### src/rtl/stage_pkg.sv
// Shared encodings for the linked-session stage controller: FSM states and board roles.
package stage_pkg;

    typedef enum logic [2:0] {
        SMENU  = 3'd0,
        SCOUNT = 3'd1,
        SGAME  = 3'd2,
        SPAUSE = 3'd3,
        SOVER  = 3'd4
    } stage_e;

    localparam logic MASTER = 1'b0;
    localparam logic SLAVE  = 1'b1;

    // States in which the link-loss watchdog may run.
    function automatic logic is_play(input stage_e s);
        return (s == SCOUNT) || (s == SGAME) || (s == SPAUSE);
    endfunction

endpackage

### src/rtl/click_pulse.sv
// Registered falling-edge detector: one-cycle pulse the cycle after a 1->0 level is sampled.
module click_pulse (
    input  logic clk,
    input  logic reset,
    input  logic level,
    output logic pulse
);

    logic level_q;

    always_ff @(posedge clk or negedge reset) begin
        if (!reset) begin
            level_q <= 1'b0;
            pulse   <= 1'b0;
        end else begin
            level_q <= level;
            pulse   <= level_q & ~level;
        end
    end

endmodule

### src/rtl/stage_controller.sv
// Game-flow FSM for an N-peer linked session: menu, countdown, play, pause, game over,
// with link-synchronised start/pause and a link-loss watchdog.
module stage_controller
    import stage_pkg::*;
#(
    parameter int NUM_PEERS     = 2,
    parameter int COUNTDOWN_CYC = 3,
    parameter int TIMEOUT_CYC   = 1024,
    parameter int CNT_W         = 16
) (
    input  logic                 clk,
    input  logic                 reset,
    input  logic                 mouse_left,
    input  logic                 on_start_btn,
    input  logic                 on_connect_btn,
    input  logic                 on_pause_btn,
    input  logic                 on_return_btn,
    input  logic                 game_finish,
    input  logic [NUM_PEERS-1:0] receive_connect,
    input  logic [NUM_PEERS-1:0] receive_start,
    input  logic [NUM_PEERS-1:0] receive_pause,
    input  logic [NUM_PEERS-1:0] receive_game_finish,
    output logic [2:0]           state,
    output logic                 game_init,
    output logic                 send_connect,
    output logic                 send_start,
    output logic                 send_pause,
    output logic                 role,
    output logic [NUM_PEERS-1:0] peers_live,
    output logic [CNT_W-1:0]     countdown,
    output logic                 link_lost
);

    stage_e           state_q;
    stage_e           state_nx;
    logic             click;
    logic [CNT_W-1:0] tcnt_q;
    logic             armed_q;

    click_pulse u_click (
        .clk   (clk),
        .reset (reset),
        .level (mouse_left),
        .pulse (click)
    );

    logic start_click, connect_click, pause_click, return_click;
    logic any_live, remote_start, remote_pause, remote_finish;
    logic wd_active, timeout_fire, entering_count;

    assign start_click   = click & on_start_btn;
    assign connect_click = click & on_connect_btn;
    assign pause_click   = click & on_pause_btn;
    assign return_click  = click & on_return_btn;

    // Masking by send_connect makes every receive_* input inert during unlinked play.
    assign peers_live    = receive_connect & {NUM_PEERS{send_connect}};
    assign any_live      = |peers_live;
    assign remote_start  = |(peers_live & receive_start);
    assign remote_pause  = |(peers_live & receive_pause);
    assign remote_finish = |(peers_live & receive_game_finish);

    assign wd_active      = is_play(state_q) & armed_q & send_connect;
    assign timeout_fire   = wd_active & ~any_live & (tcnt_q == CNT_W'(TIMEOUT_CYC - 1));
    assign entering_count = (state_q == SMENU) && (state_nx == SCOUNT);

    always_ff @(posedge clk or negedge reset) begin
        if (!reset) state_q <= SMENU;
        else        state_q <= state_nx;
    end

    always_comb begin
        state_nx = state_q;
        case (state_q)
            SMENU: begin
                if ((role == MASTER && start_click) || (role == SLAVE && remote_start))
                    state_nx = SCOUNT;
            end
            SCOUNT: begin
                if (timeout_fire)                      state_nx = SOVER;
                else if (countdown == CNT_W'(1))       state_nx = SGAME;
            end
            SGAME: begin
                if (timeout_fire || game_finish || remote_finish) state_nx = SOVER;
                else if (pause_click || remote_pause)             state_nx = SPAUSE;
            end
            SPAUSE: begin
                if (timeout_fire)                          state_nx = SOVER;
                else if (return_click)                     state_nx = SMENU;
                else if (!send_pause && !remote_pause)     state_nx = SGAME;
            end
            SOVER: begin
                if (return_click) state_nx = SMENU;
            end
            default: state_nx = SMENU;
        endcase
    end

    always_comb begin
        state = state_q;
        case (state_q)
            SGAME, SPAUSE: game_init = 1'b0;
            default:       game_init = 1'b1;
        endcase
    end

    always_ff @(posedge clk or negedge reset) begin
        if (!reset) begin
            send_connect <= 1'b0;
            send_start   <= 1'b0;
            send_pause   <= 1'b0;
            role         <= MASTER;
            countdown    <= '0;
            link_lost    <= 1'b0;
            tcnt_q       <= '0;
            armed_q      <= 1'b0;
        end else begin
            // Role is decided at the moment of connecting: a peer already present makes us slave.
            if (state_q == SMENU && connect_click) begin
                send_connect <= ~send_connect;
                role         <= (!send_connect && (|receive_connect)) ? SLAVE : MASTER;
            end

            if (entering_count && role == MASTER)                 send_start <= 1'b1;
            else if (state_nx == SMENU || state_nx == SOVER)      send_start <= 1'b0;

            if (state_nx == SMENU || state_nx == SOVER)           send_pause <= 1'b0;
            else if (state_q == SGAME && state_nx == SPAUSE && pause_click)
                                                                  send_pause <= 1'b1;
            else if (state_q == SPAUSE && pause_click)            send_pause <= 1'b0;

            if (entering_count)               countdown <= CNT_W'(COUNTDOWN_CYC);
            else if (state_nx == SCOUNT)      countdown <= countdown - CNT_W'(1);
            else                              countdown <= '0;

            if (state_nx == SMENU)            link_lost <= 1'b0;
            else if (timeout_fire)            link_lost <= 1'b1;

            if (entering_count)                               armed_q <= any_live;
            else if (state_nx == SMENU || state_nx == SOVER)  armed_q <= 1'b0;

            if (wd_active && is_play(state_nx) && !any_live)  tcnt_q <= tcnt_q + CNT_W'(1);
            else                                              tcnt_q <= '0;
        end
    end

endmodule

### config.mk
export PLATFORM = sky130hd
export DESIGN_NAME = stage_controller
export DESIGN_NICKNAME = d
export VERILOG_FILES = /design/src/rtl/stage_pkg.sv /design/src/rtl/click_pulse.sv /design/src/rtl/stage_controller.sv
export SDC_FILE = /design/constraint.sdc
export NUM_CORES = 1
export LEC_CHECK = 0
export CAP_MARGIN = 20
export CORE_MARGIN = 4
export CORE_UTILIZATION = 51
export DETAILED_ROUTE_END_ITERATION = 10
export PLACE_DENSITY_LB_ADDON = 0.08
export SLEW_MARGIN = 20
export SYNTH_ARGS = -nofsm -noshare
export SYNTH_HDL_FRONTEND = slang
export SYNTH_SLANG_ARGS = --single-unit
### constraint.sdc
create_clock -name clk -period 2.5 [get_ports clk]
set_input_delay 0.375 -clock clk [delete_from_list [all_inputs] [get_ports clk]]
set_output_delay 0.375 -clock clk [all_outputs]
set_load 0.005 [all_outputs]
==> results of run 1 <==
==> final timing paths <==
check | cells after the start | to | startpoint | slack [ns]
max | 5 | countdown[1] | tcnt_q[12] | 0.18
min | 1 | countdown[5] | reset | 0.03
max reg2reg | 5 | countdown[1] | tcnt_q[12] | 0.18
min reg2reg | 1 | u_click.pulse | u_click.level_q | 0.48
max in group asynchronous | 2 | armed_q | reset | 1.91
min in group clk | 1 | u_click.pulse | u_click.level_q | 0.48
==> state kept, by name, summed over array words and instances (netlist names) <==
| signal | count |
|---|---|
| link_lost | 1 |
| send_start | 1 |
| role | 1 |
| send_pause | 1 |
| send_connect | 1 |
| u_click.level_q | 1 |
| u_click.pulse | 1 |
| countdown | 16 |
| armed_q | 1 |
| tcnt_q | 16 |
| state | 3 |
==> report_power, final <==
part / switching [W] / total (W) / internal [W]
registers: 0.000207 / 0.00105 / 0.000847
clock network: 0.000242 / 0.000539 / 0.000297
logic: 0.000688 / 0.00140 / 0.000714
==> cell type report <==
class,count,area (µm²)
clock buffers,5,68.82
well taps,50,62.56
multi-input cells,166,1039
clock inverters,3,43.79
repair buffers,50,475.5
flip-flops and latches,43,1076
inverters,5,18.77
fillers,334,1303
==> logic make-up (layout without fill, tap and decap cells) <==
kind of cell | Yosys count | count (layout) | synth area share, %
simple gates | 105 | 105 | 24.27
flops | 43 | 43 | 49.11
compound gates | 31 | 31 | 10.28
xor+xnor | 27 | 27 | 10.79
buf+inv | 15 | 63 | 3.826
fa+ha+maj | 3 | 3 | 1.713
==> cell usage in the layout (no fill, tap or decap), types with 2 or more instances in the layout <==
| cell | count |
|---|---|
| clkbuf_8 | 5 |
| nand2_1 | 15 |
| and4_1 | 2 |
| a21oi_1 | 7 |
| a221oi_1 | 2 |
| and2_1 | 2 |
| nor2_1 | 26 |
| or4_1 | 3 |
| o22ai_1 | 2 |
| xnor2_1 | 12 |
| and3_1 | 4 |
| nor4_1 | 3 |
| nor2b_1 | 5 |
| a22oi_1 | 3 |
| a2111oi_0 | 2 |
| dfrtp_1 | 43 |
| nand4_1 | 5 |
| or3_1 | 4 |
| xor2_1 | 15 |
| buf_4 | 8 |
| clkdlybuf4s50_1 | 41 |
| o31ai_1 | 2 |
| a211oi_1 | 2 |
| nor3_1 | 18 |
| inv_1 | 5 |
| a22o_1 | 2 |
| ha_1 | 3 |
| nand3_1 | 13 |
| o21ai_0 | 2 |
==> stage by stage <==
| stage | setup WS, ns | util (%) |
|---|---|---|
| global placement | 0.01782 | 65.19 |
| finish | 0.1838 | 68.13 |
| global route | 0.02909 | 68.13 |
| detailed placement | -0.001475 | 65.19 |
| floorplan | 0.2940 | - |
| CTS | 0.1022 | 67.94 |
==> routing by layer <==
layer,track usage [%],vias up,wire (µm)
li1,-,889,-
met3,4.925,7,230
met1,23.75,858,2058
met5,0,-,0
met4,6.036,0,59
met2,31.20,43,2268
==> impl_metrics.json, run 1 <==
{
  "cts_buffer_depth": 2,
  "final_area_um2": 2784,
  "crit_path_cell_trace": "or4_1, or4_1, or3_1, o21ai_0, a221oi_1",
  "vias": 1797,
  "placed_cell_area_um2": 2664,
  "rows": 23,
  "die_h_um": 73.54,
  "antenna_cells": 0,
  "cp.arrival_ns": 2.48,
  "p_leak_nw": 1.192,
  "grt_max_degree": 23,
  "finalClockSkew_ns": 0.007819,
  "yosys_most_used_dff": "dfrtp_1",
  "critPathKind": "reg2reg",
  "cp.required_ns": 2.66,
  "hpwl_um": 3492,
  "routedWlPerCell_um": 14.34,
  "ys_top_cells_by_area": "dfrtp_1 49%, xor2_1 6.0%, xnor2_1 4.8%",
  "overflow": 0,
  "initial_core_util_pct": 53.61,
  "clkSinkCount": 43,
  "syn_area_um2": 2191,
  "cts-root-buf": "clkbuf_8",
  "top_level_ports": 43,
  "cts_tree": "built",
  "power_density_nw_per_um2": 1076,
  "fmax_mhz": 431.7,
  "tightest_slew_ns": 0.6499,
  "antenna_found_initial": 0,
  "die_width_um": 73.54,
  "dp.cells": 314,
  "crit_top_cell": "or4_1",
  "cts_buffers": 5,
  "stdcell_count": 322,
  "ir_drop_mv": 0.5800,
  "drtIter0Drc": 88,
  "cp-start-kind": "flip-flop",
  "fin_nets": 290,
  "p_total_w": 0.002995,
  "hold_buffers": 0,
  "synthCells": 224,
  "clkTransAtPathRegs_ns": 0.09,
  "post-route-period-util_pct": 92.65,
  "place.gp.congestion": 0.8322,
  "critPathSlowestCell": "or4_1",
  "grt_pass1_wl_um": 7955,
  "critPathMaxStageDelay_ns": 0.52,
  "hold_ws_ns": 0.03438,
  "min_period_ns": 2.316,
  "syn_to_final_growth_pct": 27.07,
  "synth_cell_types": 42,
  "post_cts_resized": 0,
  "ys_top_cells_by_count": "43 x dfrtp_1, 26 x nor2_1, 18 x nor3_1",
  "drc_errors": 0,
  "maxCapViolCount": 0,
  "synth_edf_count": 0,
  "via_per_inst": 5.581,
  "port_buffers": 42,
  "drive_gt1_share_pct": 7.721,
  "slew_viol_final": 0,
  "yosysMostFrequentCell": "dfrtp_1",
  "synth_top_area_share_pct": 49.11,
  "synth_nets": 243,
  "dieArea_um2": 5408,
  "timing.max_slew.rel_slack_pct": 55.55,
  "hold_violations": 0,
  "grtUsageTotal_pct": 18.77,
  "drt-total-wl_um": 4617,
  "crit_buf_inv": 0,
  "grt_pass1_vias": 1769,
  "finalSetupViolCount": 0,
  "tns_ns": 0,
  "ys_async_sr_fraction_pct": 100.0,
  "rsz0062_at_grt": "no",
  "cp-end-kind": "flip-flop",
  "insertion_delay_ns": 0.30,
  "path_max_fanout": 4,
  "yosys.area.top_type": "dfrtp_1",
  "ctsHtreeMaxLevel": 2,
  "synth-seq-cells": 43,
  "drtPass1Iterations": 7,
  "hold_class": "in2async",
  "yosysSeqAreaShare_pct": 49.11,
  "final_antenna_net_count": 0,
  "status": "finished clean",
  "coreArea_um2": 4086,
  "avgSynthCellArea_um2": 9.781,
  "post_cts_buffers": 0,
  "synth_warnings": 0,
  "crit_family": "simple AND/OR/NAND/NOR gates"
}
No activity file was read; power rests on OpenSTA's default activity.
==> run 2, diff against run 1 <==
--- a/config.mk
+++ b/config.mk
@@ -7,7 +7,7 @@
 export LEC_CHECK = 0
 export CAP_MARGIN = 20
 export CORE_MARGIN = 4
-export CORE_UTILIZATION = 51
+export CORE_UTILIZATION = 55
 export DETAILED_ROUTE_END_ITERATION = 10
 export PLACE_DENSITY_LB_ADDON = 0.08
 export SLEW_MARGIN = 20
==> constraint.sdc (replaced) <==
create_clock -name clk -period 2.8 [get_ports clk]
set_input_delay 0.42 -clock clk [delete_from_list [all_inputs] [get_ports clk]]
set_output_delay 0.42 -clock clk [all_outputs]
set_load 0.005 [all_outputs]
==> impl_metrics.json, run 2 (synthesis gave the netlist of run 1 again) <==
{
  "ir_drop_mv": 0.4884,
  "finalClockSkew_ns": 0.009230,
  "cp-start-kind": "flip-flop",
  "p_leak_nw": 1.155,
  "crit_path_cell_trace": "or4_1, or4_1, nor3_2, o31a_2, o21ba_2",
  "clkTransAtPathRegs_ns": 0.08,
  "setup_slack_ns": 0.3366,
  "crit_top_cell": "or4_1",
  "slew_viol_final": 0,
  "fmax_mhz": 405.9,
  "hold_class": "in2async",
  "top_level_ports": 43,
  "crit_family": "simple AND/OR/NAND/NOR gates",
  "p_total_w": 0.002586,
  "antenna_cells": 0,
  "grt_pass1_wl_um": 8590,
  "cts-root-buf": "clkbuf_8",
  "final_cell_mix": "43 x dfrtp_1, 41 x clkdlybuf4s50_1, 26 x nor2_1, 18 x nor3_1",
  "tightest_slew_ns": 0.9337,
  "drtIter0Drc": 76,
  "antenna_found_initial": 0,
  "dp_slack_ns": 0.09493,
  "dieArea_um2": 5057,
  "grt_use_met3_pct": 4.261,
  "post-route-period-util_pct": 87.98,
  "grt_use_met1_pct": 26.09,
  "coreArea_um2": 3744,
  "place.gp.congestion": 0.8413,
  "tns_ns": 0,
  "insertion_delay_ns": 0.29,
  "die_width_um": 71.12,
  "crit_buf_inv": 0,
  "grt_max_degree": 44,
  "drt-total-wl_um": 4763,
  "rows": 22,
  "grtUsageTotal_pct": 21.11,
  "grt_pass1_vias": 1896,
  "final_antenna_net_count": 0,
  "path_max_fanout": 19,
  "cp.required_ns": 2.98,
  "drtPass1Iterations": 4,
  "hold_buffers": 0,
  "critPathMaxStageDelay_ns": 0.52,
  "overflow": 0,
  "drc_errors": 0,
  "post_cts_buffers": 0,
  "met2_usage_pct": 35.63,
  "reg2reg_slack_ns": 0.34,
  "hold_violations": 0,
  "power_density_nw_per_um2": 948.2,
  "cts_buffers": 5,
  "maxCapViolCount": 0,
  "layout_commonest_cell": "dfrtp_1",
  "syn_to_final_growth_pct": 24.50,
  "via_per_inst": 5.708,
  "drive_gt1_share_pct": 5.993,
  "status": "finished clean",
  "vias": 1798,
  "cts_tree": "built",
  "cp-end-kind": "flip-flop",
  "hold_ws_ns": 0.2615,
  "timing.max_slew.rel_slack_pct": 37.75,
  "ctsHtreeMaxLevel": 2,
  "finalSetupViolCount": 0,
  "port_buffers": 42,
  "hpwl_um": 3469,
  "rsz0062_at_grt": "no",
  "fin_nets": 285,
  "critPathKind": "reg2reg",
  "clkSinkCount": 43,
  "routedWlPerCell_um": 15.12,
  "busiest_layer": "met2",
  "die_h_um": 71.12,
  "post_cts_resized": 0,
  "critPathSlowestCell": "or4_1",
  "min_period_ns": 2.463,
  "initial_core_util_pct": 58.52,
  "cp.arrival_ns": 2.65,
  "cts_buffer_depth": 2
}
-- run 2: cell count changes in the layout (fill, tap and decap cells not counted) --
cell / previous run / this run
bufinv_16: 1 / 0
buf_4: 8 / 3
clkinv_2: 1 / 0
o31a_4: 1 / 0
o31a_2: 0 / 1
clkbuf_8: 5 / 7
clkinv_4: 1 / 0
clkinvlp_4: 0 / 1
-- run 2: worst paths after layout --
path                            endpoint  depth (start not counted)             from
hold reg to reg            u_click.pulse                          1  u_click.level_q
setup / recovery              send_start                          5       tcnt_q[12]
setup reg to reg              send_start                          5       tcnt_q[12]
min in group clk           u_click.pulse                          1  u_click.level_q
hold / removal              countdown[4]                          1            reset
max in group asynchronous     send_start                          1            reset
-- run 2: layout make-up --
cell class              count  area, µm²
inverters                   5      18.77
well taps                  48      60.06
fillers                   309       1016
repair buffers             45      437.9
clock inverters             1      7.507
clock buffers               7      96.34
multi-input cells         166       1031
flip-flops and latches     43       1076
-- run 2: through the flow --
| stage | area (µm²) | cells | utilization (%) |
|---|---|---|---|
| after floorplan | 2191 | 224 | - |
| after global placement | 2624 | 307 | 70.09 |
| after detailed placement | 2624 | 307 | 70.09 |
| after CTS | 2728 | 315 | 72.86 |
| after global routing | 2728 | 315 | 72.86 |
| final | 2728 | 315 | 72.86 |
-- run 2: metal layers --
metal  share of wire, %  wire length [µm]
met5                  0                 0
met4                1.9                91
met3                4.8               230
met2                 49              2331
met1                 44              2110
-- run 2: report_power, final --
group	leakage (nW)	switching [W]	total (W)	internal [W]
Clock	0.0505	0.000214	0.000438	0.000224
Combinational	0.522	0.000585	0.00119	0.000601
Sequential	0.583	0.000205	0.000961	0.000756
